$ cat config.mk
export PLATFORM = sky130hd
export DESIGN_NAME = cap_comp_loss_buffer
export DESIGN_NICKNAME = d
export VERILOG_FILES = /design/src/rtl/cap_comp_loss_buffer.sv
export SDC_FILE = /design/constraint.sdc
export NUM_CORES = 1
export LEC_CHECK = 0
export CORE_ASPECT_RATIO = 0.8
export CORE_MARGIN = 2
export CORE_UTILIZATION = 45
export CTS_BUF_LIST = sky130_fd_sc_hd__clkbuf_16
export DETAILED_ROUTE_END_ITERATION = 8
export HOLD_SLACK_MARGIN = 0.1
export PLACE_DENSITY = 0.72
export SETUP_SLACK_MARGIN = 0.02
export SKIP_CTS_REPAIR_TIMING = 1
export SYNTH_ARGS = -nofsm -noshare
export SYNTH_HDL_FRONTEND = slang
export SYNTH_SLANG_ARGS = --single-unit
$ cat constraint.sdc
create_clock -name clk -period 7.65 [get_ports clk]
set_input_delay 0.765 -clock clk [delete_from_list [all_inputs] [get_ports clk]]
set_output_delay 0.765 -clock clk [all_outputs]
set_load 0.01 [all_outputs]
$ cat src/rtl/cap_comp_loss_buffer.sv
// rtl/cap_comp_loss_buffer.sv - precision-loss detect, tag drop, FIFO and saturating stats after the capability compressor
module cap_comp_loss_buffer #(
  parameter int DEPTH            = 2,
  parameter int CNT_W            = 32,
  parameter bit DROP_TAG_ON_LOSS = 1'b1
) (
  input  logic             clk,
  input  logic             rst,
  input  logic             in_valid,
  output logic             in_ready,
  input  logic [128:0]     in_cap,
  input  logic             in_comp_en,
  input  logic [9:0]       in_lost_bits,
  output logic             out_valid,
  input  logic             out_ready,
  output logic [128:0]     out_cap,
  output logic             out_loss,
  input  logic             stats_clear,
  output logic [CNT_W-1:0] cnt_total,
  output logic [CNT_W-1:0] cnt_comp,
  output logic [CNT_W-1:0] cnt_loss
);

  localparam int AW = (DEPTH > 1) ? $clog2(DEPTH) : 1;
  localparam logic [AW:0]      FULL    = (AW+1)'(DEPTH);
  localparam logic [AW:0]      CNT_ONE = (AW+1)'(1);
  localparam logic [AW-1:0]    PTR_ONE = AW'(1);
  localparam logic [CNT_W-1:0] STAT_ONE = CNT_W'(1);

  logic [128:0]   mem_cap [DEPTH];
  logic           mem_loss [DEPTH];
  logic [AW-1:0]  wr_ptr, rd_ptr;
  logic [AW:0]    count;
  logic           push, pop, loss;
  logic [128:0]   store_cap;

  assign in_ready  = (count != FULL);
  assign out_valid = (count != '0);
  assign push      = in_valid & in_ready;
  assign pop       = out_valid & out_ready;
  assign loss      = in_comp_en & (|in_lost_bits);
  assign store_cap = {in_cap[128] & ~(loss & DROP_TAG_ON_LOSS), in_cap[127:0]};

  // Head is masked while empty so stale storage never leaks onto out_cap.
  assign out_cap  = out_valid ? mem_cap[rd_ptr]  : '0;
  assign out_loss = out_valid ? mem_loss[rd_ptr] : 1'b0;

  function automatic logic [CNT_W-1:0] sat_inc(input logic [CNT_W-1:0] c, input logic inc);
    return (inc && !(&c)) ? c + STAT_ONE : c;
  endfunction

  always_ff @(posedge clk or posedge rst) begin
    if (rst) begin
      wr_ptr <= '0;
      rd_ptr <= '0;
      count  <= '0;
    end else begin
      if (push) wr_ptr <= wr_ptr + PTR_ONE;
      if (pop)  rd_ptr <= rd_ptr + PTR_ONE;
      case ({push, pop})
        2'b10:   count <= count + CNT_ONE;
        2'b01:   count <= count - CNT_ONE;
        default: count <= count;
      endcase
    end
  end

  always_ff @(posedge clk) begin
    if (push) begin
      mem_cap[wr_ptr]  <= store_cap;
      mem_loss[wr_ptr] <= loss;
    end
  end

  always_ff @(posedge clk or posedge rst) begin
    if (rst) begin
      cnt_total <= '0;
      cnt_comp  <= '0;
      cnt_loss  <= '0;
    end else if (stats_clear) begin
      cnt_total <= '0;
      cnt_comp  <= '0;
      cnt_loss  <= '0;
    end else begin
      cnt_total <= sat_inc(cnt_total, push);
      cnt_comp  <= sat_inc(cnt_comp, push & in_comp_en);
      cnt_loss  <= sat_inc(cnt_loss, push & loss);
    end
  end

endmodule

==> impl_summary.md <==
Status
The flow ran to the end, and the final reports show no timing, DRC or antenna violations.

Synth
The most used flip-flop cell after synthesis is edfxtp_1. Of the synthesized area, sequential elements account for between 60 and 70%. The synthesized design contains 260 enable-type register cells. Dividing the synthesized area by the synthesized cell count gives approximately 13 um2. The area share of the largest cell type after synthesis is between 40% and 50%. The Yosys warning count is 0.

The gate count of the mapped netlist is between 1000 and 1500. Among all cell types in the netlist, the one instantiated most often is edfxtp_1. Ranked by total cell area, the synthesized netlist is headed by edfxtp_1 (50%), dfrtp_1 (16%), mux2i_1 (8.5%), nor2_1 (4.1%), or4_1 (2.8%). The net count of the mapped netlist is 1357.

The number of distinct library cells after synthesis is 55. The cell area after synthesis is roughly 16000 um2. Ranked by instance count, the synthesized netlist is headed by edfxtp_1 (260), nor2_1 (169), mux2i_1 (132). In the synthesized netlist the async set-or-reset flop fraction comes to between 20 and 30%.

Synthesis inferred 360 register bits. The biggest area contributor in the post-synthesis netlist is edfxtp_1.

Route
The iteration count of the initial detailed-routing pass is 5. The violation count after the first detailed-route iteration is between 800 and 900. Dividing the detail-routed via count by the number of cells gives 5.47. For this block, the routed nets add up to ~40000 um of wire.

After detailed routing, the average wire length per cell comes to between 15 and 20 um. The count of antenna-violating nets left after detailed routing is 0. For this run, design rule violations remaining after detail routing come to 0. Summing over every cut layer, the via total after detailed routing is ~11000.

Cells and area
The final core utilization is 60.8%. With fillers left out, the area of the finished cells amounts to 21000 um2. The count of cells in the finished layout, fillers not included, comes to between 2000 and 2500.

In the final design database the tool counted between 1500 and 2000 nets. From synthesis to final layout, the design area changed by 34.1%. The post-route netlist has roughly 5.7% of its cells at a drive strength greater than 1.

Timing
The hold violation count in the final report is 0. The post-route clock skew is ~15 ps. At the pin with the least slew margin, the transition time is between 1000 and 1500 ps. Setup repair after global routing left no endpoint under its margin.

The number of max-slew violations in the final report was 0. In the finished design, the share of the clock period the worst path needs comes to around 55%. In this run the tightest slew margin relative to its limit is about 28%. Static timing analysis puts the maximum clock frequency at around 240 MHz.

The smallest clock period supported by the final layout is computed as roughly 4200 ps. The post-route setup TNS is 0 ps. The setup slack after layout is around 3400 ps.

Setup violations remaining at the end of the flow were counted as 0.

Place
The count of port buffers added during placement is 372. Detailed placement finished with a half-perimeter wire length of approximately 27000 um. The post-placement setup slack is ~3900 ps. The global placer's final weighted congestion is between 0.8 and 0.9. Once placement finished, the instance area stood at 19800 um2. The cell total after placement is about 2000.

GRT
Global routing used ~21% of the available tracks across all layers. The initial antenna violation count was 6. The first-pass GRT wire length is around 61000 um.

The via count of the first global-routing pass is 10700. Summed over all layers, the global routing overflow is 0. Entering global routing, the biggest net connects approximately 110 pins.

Power
The leakage power figure is ~7.6 nW. The fraction of power consumed by combinational cells is approximately a third. The share of total power consumed by net switching is between 30% and 40%.

IR analysis of the VDD net gives a maximum drop of ~220 uV. The relative contribution of the clock network to total power is 26.0%. In this run the power spent charging and discharging nets is approximately 2.0 mW.

The internal portion of the total power is approximately 4.6 mW. In this run, flip-flops and latches consume about 40% of the power. In this run the power density over the cells is 317 nW/um2.

Clock tree
The source-to-sink clock delay at the later pin of the worst-skew pair is around 520 ps. Clock tree synthesis found a total of 360 sinks. The clock edge transition at the registers on the reported setup and hold paths is roughly 50 ps.

The clock root buffer is clkbuf_16. The H-tree generated during clock tree synthesis spans 2 levels. The deepest clock path buffer count is 3. The TritonCTS clock tree is built. Buffers inserted during clock tree synthesis total 38.

Critical path
The worst setup path is captured at an output pin. The worst setup path startpoint is count[0]. The critical path class is register to output pin. The peak fanout along the critical path is 86. The top cell family by delay on the critical path is buffers and inverters. The biggest cell delay along the critical path is roughly 850 ps.

The critical path contains buffers and inverters numbering 2 combined. STA puts the critical path data required time at around 6900 ps. Traced cell by cell, the critical path runs through nor2_4, buf_4, nor2_1, clkdlybuf4s50_1.

At the worst endpoint, the arrival time is ~3500 ps. The startpoint identified for the worst register-to-register timing path is count[0]. The slowest stage of the critical path is the nor2_4 cell. The kind of start point of the critical path is a register.

Hold path
In this run the most critical hold path is launched from cnt_total[30]. The path category of the worst min-delay check is register to register.

Floorplan
The number of top-level pins is 373. The placeable core region is about 34000 um2. For this configuration, the core starts out at a cell density of 45.3%.

The die area is 36300 um2. The die outline height is 171 um. In this run the core area contains 61 standard-cell rows. The die boundary width is 212 um.

Run
Across the run, the number of max-cap violations was 0.
-- cells by family (layout without fill, tap and decap cells) --
group	count (synthesis)	after routing	synth area share, %
AO/OA/AOI/OAI	160	160	6.43
XOR/XNOR	5	5	0.280
adder cells (fa/ha/maj)	4	4	0.320
buffers and inverters	84	468	2.19
flip-flops	360	360	66.0
multiplexers	147	147	9.53
other	0	3	0
AND/OR/NAND/NOR	448	448	15.3
-- power by group through the flow --
stage	sequential, mW	clock [mW]	combinational (mW)
after floorplan	2.65	0	1.15
after global placement	2.69	0	2.27
after detailed placement	2.70	0	2.28
after CTS	2.66	1.78	2.29
after global routing	2.70	1.86	2.43
final	2.66	1.73	2.26
-- flip-flops by register name (all words and copies together) (netlist names) --
register / count
cnt_loss: 32
count: 2
cnt_comp: 32
mem_loss: 2
mem_cap: 258
cnt_total: 32
rd_ptr: 1
wr_ptr: 1
-- through the flow --
stage	hold WS (ps)	power (mW)
2_1_floorplan	456	3.80
3_3_place_gp	481	4.95
3_5_place_dp	484	4.99
4_1_cts	496	6.73
5_1_grt	515	6.98
6_report	503	6.65
-- layer usage --
metal / wire length (um) / part of all wire (%) / track usage (%)
met2: 19000 / 47 / 33.5
met1: 16700 / 42 / 28.8
met3: 3010 / 7.5 / 5.71
met4: 1430 / 3.6 / 8.33
met5: 60 / 0.15 / 0
-- worst reg2reg max path, cell delays in order (launching register included) --
cell	delay, ps
dfrtp_1	450
nor2_4	850
buf_4	860
inv_1	170
and2_1	280
ha_1	330
nor2_1	150
xor2_1	160
-- path summary, 6_finish.rpt --
kind | depth (start not counted) | slack [ps] | end
min | 1 | 500 | cnt_total[30]
min reg2reg | 1 | 500 | cnt_total[30]
max reg2reg | 7 | 4320 | count[1]
max in group asynchronous | 3 | 5700 | rd_ptr
max | 4 | 3430 | out_cap[73]
min in group asynchronous | 2 | 580 | cnt_comp[9]
-- cell type report --
| type | count | area, um2 |
|---|---|---|
| Multi-Input combinational cell | 764 | 5000 |
| Antenna cell | 3 | 7.51 |
| Clock buffer | 41 | 1030 |
| Inverter | 17 | 66.3 |
| Fill cell | 2724 | 13500 |
| Clock inverter | 28 | 149 |
| Sequential cell | 360 | 10300 |
| Tap cell | 472 | 591 |
| Timing Repair Buffer | 382 | 3810 |
-- cell usage in the layout, fill, tap and decap left out, drive strengths merged, types with 9 or more instances in the layout --
cell type,n
a21oi,75
and2,9
and3,10
and4,9
buf,11
clkbuf,41
clkdlybuf4s50,371
clkinv,15
dfrtp,100
edfxtp,260
inv,26
mux2,15
mux2i,132
nand2,45
nand3,39
nand4,25
nor2,171
nor2b,17
nor3,11
nor4,15
o21ai,17
o31ai,54
or3,23
or4,58
No activity file was read; power rests on OpenSTA's default activity.
